===== config.mk =====
export PLATFORM = sky130hd
export DESIGN_NAME = alu_issue_arbiter
export DESIGN_NICKNAME = d
export VERILOG_FILES = /design/src/rtl/alu_issue_arbiter.sv
export SDC_FILE = /design/constraint.sdc
export NUM_CORES = 1
export LEC_CHECK = 0
export BUFFER_PORTS_ARGS = -buffer_cell sky130_fd_sc_hd__buf_2
export CORE_AREA = 2 2 90 92
export CTS_CLUSTER_SIZE = 30
export DETAILED_ROUTE_END_ITERATION = 10
export DIE_AREA = 0 0 92 94
export SLEW_MARGIN = 20
export SYNTH_ARGS = -nofsm -noshare
export SYNTH_HDL_FRONTEND = slang
export SYNTH_SLANG_ARGS = --single-unit
export TNS_END_PERCENT = 10

===== constraint.sdc =====
create_clock -name clk -period 2.75 [get_ports clk]
set_input_delay 0.275 -clock clk [delete_from_list [all_inputs] [get_ports clk]]
set_output_delay 0.275 -clock clk [all_outputs]
set_load 0.01 [all_outputs]

===== src/rtl/alu_issue_arbiter.sv =====
// Two-requester in-order issue arbiter for a small ALU pipeline.
// A per-register shift-vector scoreboard holds back readers of a destination
// that was written in the last HAZARD_WINDOW cycles; a round-robin pointer
// picks between two simultaneously eligible requesters. Grant, ready and the
// forwarded instruction are combinational in the grant cycle.
module alu_issue_arbiter #(
  parameter int HAZARD_WINDOW = 2,
  parameter int RR_INIT       = 0
) (
  input  logic        clk,
  input  logic        rst,
  input  logic        issue_en,
  input  logic        req0_valid,
  input  logic [7:0]  req0_inst,
  output logic        req0_ready,
  input  logic        req1_valid,
  input  logic [7:0]  req1_inst,
  output logic        req1_ready,
  output logic [7:0]  issue_inst,
  output logic        issue_src,
  output logic [15:0] issue_cnt0,
  output logic [15:0] issue_cnt1,
  output logic [15:0] stall_cnt
);

  // Requesters gathered into small arrays so per-requester logic can be replicated.
  logic [1:0] req_valid;
  logic [7:0] req_inst [2];

  assign req_valid   = {req1_valid, req0_valid};
  assign req_inst[0] = req0_inst;
  assign req_inst[1] = req1_inst;

  // One bit per architectural register r0..r3: a recent writer is still in flight.
  logic [3:0] blocked;

  // Grant and write-back bookkeeping for the cycle.
  logic [1:0] elig;
  logic [1:0] gnt;
  logic       any_gnt;
  logic [7:0] sel_inst;
  logic       wr_en;
  logic [1:0] wr_rd;

  logic        prio_q, prio_d;
  logic [15:0] cnt0_q, cnt0_d;
  logic [15:0] cnt1_q, cnt1_d;
  logic [15:0] stall_q, stall_d;

  // Eligibility: NOPs never wait; other ops wait while either source is blocked.
  // A pending rd does not matter because writeback is in order.
  generate
    for (genvar gi = 0; gi < 2; gi++) begin : g_elig
      logic is_nop;
      logic src_hazard;
      assign is_nop     = (req_inst[gi][7:6] == 2'b00);
      assign src_hazard = blocked[req_inst[gi][5:4]] | blocked[req_inst[gi][3:2]];
      assign elig[gi]   = req_valid[gi] & issue_en & ~rst & (is_nop | ~src_hazard);
    end
  endgenerate

  // Round-robin pick: contention goes to the requester that was not granted last.
  always_comb begin
    gnt = elig;
    if (elig == 2'b11) begin
      gnt = prio_q ? 2'b10 : 2'b01;
    end
  end

  assign any_gnt  = |gnt;
  assign sel_inst = gnt[1] ? req_inst[1] : req_inst[0];
  // Only a granted non-NOP occupies a destination register.
  assign wr_en    = any_gnt & (sel_inst[7:6] != 2'b00);
  assign wr_rd    = sel_inst[1:0];

  assign req0_ready = gnt[0];
  assign req1_ready = gnt[1];
  // A granted NOP is forwarded as the canonical all-zero bubble.
  assign issue_inst = wr_en ? sel_inst : 8'h00;
  assign issue_src  = gnt[1];

  // Scoreboard: each register has a HAZARD_WINDOW-long shift vector whose MSB
  // is loaded by an issuing writer; the register is blocked while any bit is set.
  generate
    if (HAZARD_WINDOW > 0) begin : g_sb
      for (genvar gi = 0; gi < 4; gi++) begin : g_reg
        logic [HAZARD_WINDOW-1:0] pend_q, pend_d;

        // Age existing hazard and insert a new one for this register's writer.
        always_comb begin
          pend_d = pend_q >> 1;
          if (wr_en && (wr_rd == 2'(gi))) begin
            pend_d[HAZARD_WINDOW-1] = 1'b1;
          end
        end

        // Scoreboard keeps aging while issue is disabled; reset drops all hazards.
        always_ff @(posedge clk) begin
          if (rst) begin
            pend_q <= '0;
          end else begin
            pend_q <= pend_d;
          end
        end

        assign blocked[gi] = |pend_q;
      end
    end else begin : g_nosb
      logic unused_wr;
      assign unused_wr = ^{wr_en, wr_rd};
      assign blocked   = 4'b0000;
    end
  endgenerate

  // Next-state for priority pointer and the three statistics counters.
  always_comb begin
    prio_d  = prio_q;
    cnt0_d  = cnt0_q;
    cnt1_d  = cnt1_q;
    stall_d = stall_q;
    if (any_gnt) begin
      prio_d = ~gnt[1];
    end
    if (gnt[0]) begin
      cnt0_d = cnt0_q + 16'd1;
    end
    if (gnt[1]) begin
      cnt1_d = cnt1_q + 16'd1;
    end
    // With issue enabled, a valid request that is not granted can only be a hazard stall.
    if (issue_en && (|req_valid) && !any_gnt && (stall_q != 16'hFFFF)) begin
      stall_d = stall_q + 16'd1;
    end
  end

  // Register priority and counters; reset restores the initial priority holder.
  always_ff @(posedge clk) begin
    if (rst) begin
      prio_q  <= (RR_INIT != 0);
      cnt0_q  <= 16'h0000;
      cnt1_q  <= 16'h0000;
      stall_q <= 16'h0000;
    end else begin
      prio_q  <= prio_d;
      cnt0_q  <= cnt0_d;
      cnt1_q  <= cnt1_d;
      stall_q <= stall_d;
    end
  end

  assign issue_cnt0 = cnt0_q;
  assign issue_cnt1 = cnt1_q;
  assign stall_cnt  = stall_q;

endmodule


==> results.sh, run 1 <==
export IMPL_endpoint_kind="output port"
export IMPL_fillers=784
export IMPL_skew_ns=0.00963
export IMPL_cp_required_ns=2.48
export IMPL_hold_viol_final=0
export IMPL_arrival_ns=2.38
export IMPL_p_per_area_nw_per_um2=479
export IMPL_synth_async_reset_ratio_pct=0
export IMPL_synth_area_top_cells="dfxtp_1 38%, a21oi_1 5.4%, nor2_1 4.3%, mux2_2 3.8%, or3_1 3.6%"
export IMPL_numCtsBuffers=9
export IMPL_min_period_ns=2.66
export IMPL_dominantRegCellSynth="dfxtp_1"
export IMPL_core_um2=7610
export IMPL_antenna_cells=0
export IMPL_seqPwrFrac_pct=48.0
export IMPL_vias=2849
export IMPL_grt_pass1_wl_um=12000
export IMPL_rsz0062_at_grt="true"
export IMPL_gp_congestion=0.748
export IMPL_multi_input_area_um2=1730
export IMPL_initial_core_util_pct=39.2
export IMPL_htree_levels=3
export IMPL_yosysSeqAreaShare_pct=38.3
export IMPL_utilization_pct=48.2
export IMPL_max_cap_violations=0
export IMPL_antenna_found_initial=0
export IMPL_power_switching_uw=452
export IMPL_setup_violations=0
export IMPL_yosysUniqueCellTypes=49
export IMPL_timing_fmax_mhz=376
export IMPL_die_area_um2=8650
export IMPL_final_layout_size_suffix_gt1_share_pct=27.9
export IMPL_tightestPinTransition_ns=0.631
export IMPL_hold_path_class="in2reg"
export IMPL_relSlewSlack_pct=57.9
export IMPL_p_int_mw=1.31
export IMPL_syn_num_nets=377
export IMPL_cts_root_buf="clkbuf_8"
export IMPL_cts_hold_fix_buffers=0
export IMPL_p_comb_share_pct=8.8
export IMPL_netlist_area_um2=2980
export IMPL_hpwl_um=5030
export IMPL_dp_worst_setup_slack_ns=0.305
export IMPL_syn_area_per_cell_um2=8.45
export IMPL_status="completed"
export IMPL_tns_ns=0
export IMPL_cts_tree="done"
export IMPL_rows=32
export IMPL_die_h_um=94
export IMPL_yosys_warnings=0
export IMPL_synth_edf_count=0
export IMPL_dieWidth_um=92
export IMPL_yosys_area_top_type="dfxtp_1"
export IMPL_slew_viol_final=0
export IMPL_drtIter0Drc=137
export IMPL_power_frac_clock_pct=43.2
export IMPL_leakage_nw=1.50
export IMPL_syn2layout_area_growth_pct=23.0
export IMPL_viasPerCell=5.33
export IMPL_path_max_fanout=36
export IMPL_ys_seq_elements=57
export IMPL_portBuffers=79
export IMPL_clk_pin_slew_ns=0.06
export IMPL_synth_top_area_share_pct=38.3
export IMPL_grt_pass1_vias=2538
export IMPL_drtPass1Iterations=5
export IMPL_grt_max_degree=61
export IMPL_insertion_delay_ns=0.34
export IMPL_irDropWorstVdd_mv=0.200
export IMPL_layout_cells_non_filler=535
export IMPL_wl_per_cell_um=13.4
export IMPL_final_nets=453
export IMPL_clock_sinks=57
export IMPL_start_kind="flop"
export IMPL_fin_crit_sh_pct=96.7
export IMPL_hold_ws_ns=0.292
export IMPL_regArea_um2=1140
export IMPL_postRouteAntennaNets=0
export IMPL_io_pins=80
export IMPL_synthCells=353
export IMPL_cts_setup_buffers=0
export IMPL_routed_wl_um=7190
export IMPL_grt_total_usage_pct=17.3
export IMPL_timing_final_ws_setup_ns=0.0904
export IMPL_worstSetupPathType="reg2out"
export IMPL_overflow=0
export IMPL_swShare_pct=25.7
export IMPL_drc=0
export IMPL_clock_path_buffers=2
export IMPL_placed_cells=520
what timing repair did:
item	CTS	global route
setup endpoints to repair	1	7
gates resized for setup	1	4
pin swaps	0	1
cloned	0	0
endpoints found under the hold margin	0	0
stage by stage:
step / instance area (µm²) / total power [mW]
after global placement: 3460 / 1.01
after global routing: 3670 / 1.83
final: 3670 / 1.76
after detailed placement: 3460 / 1.01
after CTS: 3650 / 1.77
after floorplan: 2980 / 0.958
per-layer routing:
| layer | global-route usage (%) | share of wire [%] |
|---|---|---|
| met5 | 0 | 0 |
| met2 | 25.1 | 41 |
| met1 | 24.3 | 52 |
| met4 | 7.46 | 1.7 |
| met3 | 4.17 | 5.7 |
critical path, cell delays in order, from the launching register on:
cell and delay, ns:
dfxtp_1 0.33, nor2_1 0.07, mux4_2 0.48, a21o_1 0.24, a211o_1 0.31, buf_12 0.19, mux2i_4 0.21, nor2_1 0.09
buf_2 0.13
path summary, 6_finish.rpt:
check                               start                       to  slack [ns]  cells past startpoint
hold / removal               req1_inst[0]  g_sb.g_reg[1].pend_q[1]        0.29                      3
setup / recovery  g_sb.g_reg[3].pend_q[1]            issue_inst[0]        0.09                      8
setup reg to reg  g_sb.g_reg[3].pend_q[1]           issue_cnt1[12]        0.36                      7
hold reg to reg   g_sb.g_reg[0].pend_q[1]  g_sb.g_reg[0].pend_q[0]        0.46                      1
cell families (layout without fill, tap and decap cells):
group,after synthesis,after routing,share of synthesized area (%)
fa+ha+maj,3,3,1.26
simple gates,161,161,29.2
xor+xnor,2,2,0.587
mux,23,23,10.2
buf+inv,29,109,4.32
flops,57,57,38.3
compound gates,78,78,16.2
Yosys cell counts, drive strengths merged, types with 3 or more instances:
library cell and instances:
nor3 6, and4 3, nor2 34, dfxtp 57, nand2 26, nor2b 16, mux2i 9, nand3 18
o21ai 18, or3 17, clkbuf 14, mux2 10, nor4 4, or4 12, o41ai 3, o31ai 11
and3 5, inv 11, ha 3, buf 4, a21oi 33, mux4 4, nand4 9
power by group through the flow:
stage | clock network (mW) | registers, mW | logic, mW
detailed placement | 0 | 0.862 | 0.150
global placement | 0 | 0.862 | 0.146
CTS | 0.780 | 0.844 | 0.152
global route | 0.818 | 0.845 | 0.171
floorplan | 0 | 0.863 | 0.0949
finish | 0.758 | 0.844 | 0.155
sequential cells by signal, summed over array words and instances (netlist names):
signal / count
issue_cnt1: 16
prio_q: 1
g_sb.g.pend_q: 8
stall_cnt: 16
issue_cnt0: 16
cell usage in the layout, fill, tap and decap left out, types with 12 or more instances in the layout:
cell | netlist | layout
a21oi_1 | 32 | 32
buf_2 | 1 | 79
dfxtp_1 | 57 | 57
nand2_1 | 26 | 26
nand3_1 | 18 | 18
nor2_1 | 34 | 34
nor2b_1 | 16 | 16
o21ai_0 | 18 | 18
or3_1 | 17 | 17
or4_1 | 12 | 12
cell type report:
cell class	instances	area share [%]
clock buffer	9	3.38
clock inverter	6	1.64
inverter	11	1.13
multi-input combinational	267	47.3
sequential	57	31.1
tap	102	3.48
timing repair buffer	83	12.0
Note: power is estimated with default switching activity, not from simulation.
==> run 2, diff against run 1 <==
- CTS_CLUSTER_SIZE: 30 -> 8
- clock period: 2.75 -> 3.35 ns (I/O delays scaled with it)
==> run 2 against run 1 <==
  * First-iteration DRC count fell by 24%
  * Sequential share of layout area rose by 0.34 points
  * Global-route usage rose by 0.22 points
  * Clock power fell by 17%
  * Register-to-register slack improved by 0.38 ns
  * Clock skew rose by 0.0029 ns
  * Critical path depth did not move
  * Final cell count did not move
  * Largest cell class unchanged
==> results.sh, run 2 (synthesis results as in run 1) <==
export IMPL_status="completed"
export IMPL_final_nets=452
export IMPL_skew_ns=0.0125
export IMPL_die_h_um=94
export IMPL_vias=2822
export IMPL_cts_hold_fix_buffers=0
export IMPL_grt_pass1_vias=2549
export IMPL_clk_pin_slew_ns=0.06
export IMPL_irDropWorstVdd_mv=0.199
export IMPL_wl_per_cell_um=13.3
export IMPL_arrival_ns=2.63
export IMPL_core_um2=7610
export IMPL_layout_common_cells="79 x buf_2, 57 x dfxtp_1, 34 x nor2_1"
export IMPL_r2r_end="issue_cnt1[12]"
export IMPL_drtPass1Iterations=4
export IMPL_grt_max_degree=61
export IMPL_postRouteAntennaNets=0
export IMPL_rows=32
export IMPL_antenna_found_initial=0
export IMPL_drc=0
export IMPL_cts_tree="done"
export IMPL_tns_ns=0
export IMPL_endpoint_kind="output port"
export IMPL_portBuffers=79
export IMPL_hpwl_um=5020
export IMPL_max_cap_violations=0
export IMPL_viasPerCell=5.27
export IMPL_fillers=788
export IMPL_fin_crit_sh_pct=88.6
export IMPL_tightestPinTransition_ns=0.993
export IMPL_multi_input_area_um2=1710
export IMPL_rrSetupSlack_ns=0.74
export IMPL_clock_path_buffers=2
export IMPL_crit_path_end="issue_inst[6]"
export IMPL_hold_path_class="in2reg"
export IMPL_relSlewSlack_pct=33.8
export IMPL_io_pins=80
export IMPL_routed_wl_um=7140
export IMPL_insertion_delay_ns=0.34
export IMPL_hold_viol_final=0
export IMPL_min_period_ns=2.97
export IMPL_start_kind="flop"
export IMPL_path_max_fanout=30
export IMPL_cp_required_ns=3.01
export IMPL_overflow=0
export IMPL_cts_setup_buffers=0
export IMPL_syn2layout_area_growth_pct=21.7
export IMPL_grt_total_usage_pct=17.5
export IMPL_cts_root_buf="clkbuf_8"
export IMPL_drtIter0Drc=104
export IMPL_crit_start="g_sb.g_reg[3].pend_q[1]"
export IMPL_dieWidth_um=92
export IMPL_rsz0062_at_grt="false"
export IMPL_grt_pass1_wl_um=12100
export IMPL_clock_sinks=57
export IMPL_antenna_cells=0
export IMPL_timing_fmax_mhz=337
export IMPL_utilization_pct=47.7
export IMPL_gp_congestion=0.742
export IMPL_post_cts_resized=0
export IMPL_final_common_cell="buf_2"
export IMPL_p_per_area_nw_per_um2=397
export IMPL_htree_levels=3
export IMPL_leakage_nw=1.49
export IMPL_numCtsBuffers=9
export IMPL_worstSetupPathType="reg2out"
export IMPL_initial_core_util_pct=39.2
export IMPL_hold_ws_ns=0.354
export IMPL_die_area_um2=8650
export IMPL_slew_viol_final=0
export IMPL_r2r_cells=7
export IMPL_setup_violations=0
export IMPL_final_layout_size_suffix_gt1_share_pct=26.8
export IMPL_r2r_start="g_sb.g_reg[3].pend_q[1]"
export IMPL_regArea_um2=1140
run 2: layout make-up:
| cell class | instances | share of cell area, % |
|---|---|---|
| multi-input cells | 267 | 47.2 |
| flip-flops and latches | 57 | 31.4 |
| repair buffers | 82 | 11.5 |
| clock buffers | 13 | 4.10 |
| well taps | 102 | 3.52 |
| inverters | 11 | 1.14 |
| clock inverters | 3 | 1.10 |
run 2: critical path: stages (launching register included):
cell and delay [ns]:
dfxtp_1 0.32, nor2_1 0.08, mux4_2 0.51, a21oi_2 0.21, a211o_1 0.39, buf_4 0.36
inv_1 0.11, a22o_1 0.19, buf_2 0.14
run 2: report_power, final:
part / leakage, nW / internal [mW] / total [mW] / switching, mW
sequential: 0.460 / 0.685 / 0.693 / 0.00721
combinational: 0.937 / 0.0462 / 0.119 / 0.0723
clock: 0.0974 / 0.362 / 0.629 / 0.266
run 2: how the worst min path moves through the flow:
stage	startpoint	endpoint	slack [ns]	cells past startpoint
detailed placement	g_sb.g_reg[1].pend_q[1]	g_sb.g_reg[1].pend_q[0]	0.45	1
global placement	g_sb.g_reg[3].pend_q[1]	g_sb.g_reg[3].pend_q[0]	0.44	1
CTS	req1_inst[0]	g_sb.g_reg[3].pend_q[1]	0.34	3
floorplan	g_sb.g_reg[0].pend_q[1]	g_sb.g_reg[0].pend_q[0]	0.44	1
global route	req1_inst[0]	g_sb.g_reg[3].pend_q[1]	0.35	3
finish	req1_inst[0]	g_sb.g_reg[3].pend_q[1]	0.35	3
run 2: per-layer routing:
| layer | part of all wire (%) | track usage, % | wire length (µm) |
|---|---|---|---|
| met1 | 49 | 23.2 | 3480 |
| met2 | 43 | 26.7 | 3080 |
| met3 | 6.7 | 5.78 | 480 |
| met4 | 1.5 | 6.22 | 104 |
| met5 | 0 | 0 | 0 |
run 2: per-stage QoR:
stage	instance area, µm²	cells	total power, mW	worst slack, ns
after floorplan	2980	353	0.786	0.973
after global placement	3440	519	0.825	0.682
after detailed placement	3440	519	0.827	0.634
after CTS	3630	535	1.46	0.352
after global routing	3630	535	1.51	0.206
final	3630	535	1.44	0.382
==> run 3, diff against run 2 <==
- clock period: 3.35 -> 3.61 ns (I/O delays scaled with it)
==> run 3 against run 2 <==
  * Clock-buffer cell count is 1 lower
  * Sequential share of layout area is 0.63 points lower
  * Clock power is 23% higher
  * Clock skew is 0.0043 ns lower
  * Critical path depth stayed put
  * Worst setup slack better by 0.24 ns
  * Global-route usage is 0.15 points higher
  * Combinational power is 8% lower
  * Critical endpoint unchanged
==> results.sh, run 3 (synthesis results as in run 1) <==
export IMPL_grt_pass1_wl_um=12400
export IMPL_cts_setup_buffers=0
export IMPL_vias=2865
export IMPL_portBuffers=79
export IMPL_path_max_fanout=30
export IMPL_grt_total_usage_pct=17.6
export IMPL_tightestPinTransition_ns=0.994
export IMPL_post_cts_resized=0
export IMPL_initial_core_util_pct=39.2
export IMPL_drtPass1Iterations=4
export IMPL_dieWidth_um=92
export IMPL_rows=32
export IMPL_p_comb_share_pct=7.2
export IMPL_clock_sinks=57
export IMPL_hold_ws_ns=0.384
export IMPL_final_nets=452
export IMPL_core_um2=7610
export IMPL_total_power_mw=1.53
export IMPL_die_area_um2=8650
export IMPL_min_period_ns=2.99
export IMPL_path_delay_family="compound AO/OA/AOI/OAI gates"
export IMPL_wl_per_cell_um=13.5
export IMPL_layout_common_cells="79 x buf_2, 57 x dfxtp_1, 34 x nor2_1"
export IMPL_overflow=0
export IMPL_drc=0
export IMPL_antenna_cells=0
export IMPL_antenna_found_initial=0
export IMPL_syn2layout_area_growth_pct=24.2
export IMPL_swShare_pct=21.7
export IMPL_dp_worst_setup_slack_ns=0.839
export IMPL_status="completed"
export IMPL_grt_max_degree=61
export IMPL_clk_pin_slew_ns=0.07
export IMPL_p_int_mw=1.19
export IMPL_skew_ns=0.00822
export IMPL_cts_hold_fix_buffers=0
export IMPL_cp_required_ns=3.25
export IMPL_numCtsBuffers=9
export IMPL_relSlewSlack_pct=33.8
export IMPL_power_switching_uw=331
export IMPL_endpoint_kind="output port"
export IMPL_die_h_um=94
export IMPL_placed_cells=519
export IMPL_seqPwrFrac_pct=42.2
export IMPL_final_common_cell="buf_2"
export IMPL_worstSetupPathType="reg2out"
export IMPL_timing_final_ws_setup_ns=0.619
export IMPL_hold_path_class="in2reg"
export IMPL_arrival_ns=2.63
export IMPL_setup_violations=0
export IMPL_hpwl_um=5020
export IMPL_max_cap_violations=0
export IMPL_fillers=794
export IMPL_cts_tree="done"
export IMPL_layout_cells_non_filler=535
export IMPL_irDropWorstVdd_mv=0.213
export IMPL_tns_ns=0
export IMPL_cts_root_buf="clkbuf_8"
export IMPL_p_per_area_nw_per_um2=412
export IMPL_crit_slowest_cell="mux4_2"
export IMPL_timing_fmax_mhz=334
export IMPL_power_frac_clock_pct=50.6
export IMPL_fin_crit_sh_pct=82.9
export IMPL_final_layout_size_suffix_gt1_share_pct=27.5
export IMPL_slew_viol_final=0
export IMPL_start_kind="flop"
export IMPL_gp_congestion=0.733
export IMPL_insertion_delay_ns=0.33
export IMPL_slowest_delay_ns=0.49
export IMPL_htree_levels=3
export IMPL_critPathBufInv=3
export IMPL_io_pins=80
export IMPL_leakage_nw=1.53
export IMPL_routed_wl_um=7250
export IMPL_path_cells="nor2_1 > mux4_2 > a21oi_2 > a211o_1 > buf_4 > inv_1 > a22o_1 > buf_2"
export IMPL_hold_viol_final=0
export IMPL_viasPerCell=5.36
export IMPL_clock_path_buffers=2
export IMPL_drtIter0Drc=77
export IMPL_grt_pass1_vias=2629
export IMPL_rsz0062_at_grt="false"
export IMPL_postRouteAntennaNets=0
run 3: cell type report:
type | count | area [µm²] | area share [%]
clock buffer | 12 | 165 | 4.46
inverter | 11 | 41.3 | 1.11
clock inverter | 4 | 97.6 | 2.64
sequential | 57 | 1140 | 30.8
tap | 102 | 128 | 3.45
multi-input combinational | 267 | 1710 | 46.2
timing repair buffer | 82 | 418 | 11.3
run 3: path summary, 6_finish.rpt:
check,from,to,slack (ns),cells after the start
setup / recovery,g_sb.g_reg[3].pend_q[0],issue_inst[6],0.62,8
hold / removal,req1_inst[0],g_sb.g_reg[3].pend_q[1],0.38,3
setup reg to reg,g_sb.g_reg[3].pend_q[0],issue_cnt1[12],0.93,7
hold reg to reg,g_sb.g_reg[3].pend_q[1],g_sb.g_reg[3].pend_q[0],0.46,1
run 3: metrics by stage:
step	area (µm²)	util, %
finish	3700	48.7
global route	3700	48.7
CTS	3700	48.7
detailed placement	3440	45.2
global placement	3440	45.2
floorplan	2980	-
run 3: power by group through the flow:
stage	Clock [mW]	Combinational, mW	Sequential [mW]
global placement	0	0.109	0.657
CTS	0.791	0.111	0.643
detailed placement	0	0.111	0.657
floorplan	0	0.0723	0.657
global route	0.820	0.123	0.643
finish	0.772	0.110	0.643
run 3: routing by layer:
| layer | vias to the layer above | track usage (%) | share of wire, % |
|---|---|---|---|
| li1 | 1458 | - | - |
| met1 | 1324 | 23.6 | 49 |
| met2 | 78 | 28.0 | 44 |
| met3 | 5 | 5.38 | 5.5 |
| met4 | 0 | 4.10 | 0.90 |
| met5 | - | 0 | 0 |
run 3: worst register-to-register path, delay by kind of cell (launching register included):
kind / cells / cell delay [ns]
multiplexers: 2 / 0.86
AO/OA/AOI/OAI: 2 / 0.68
AND/OR/NAND/NOR: 2 / 0.40
flip-flops: 1 / 0.32
buffers and inverters: 1 / 0.31
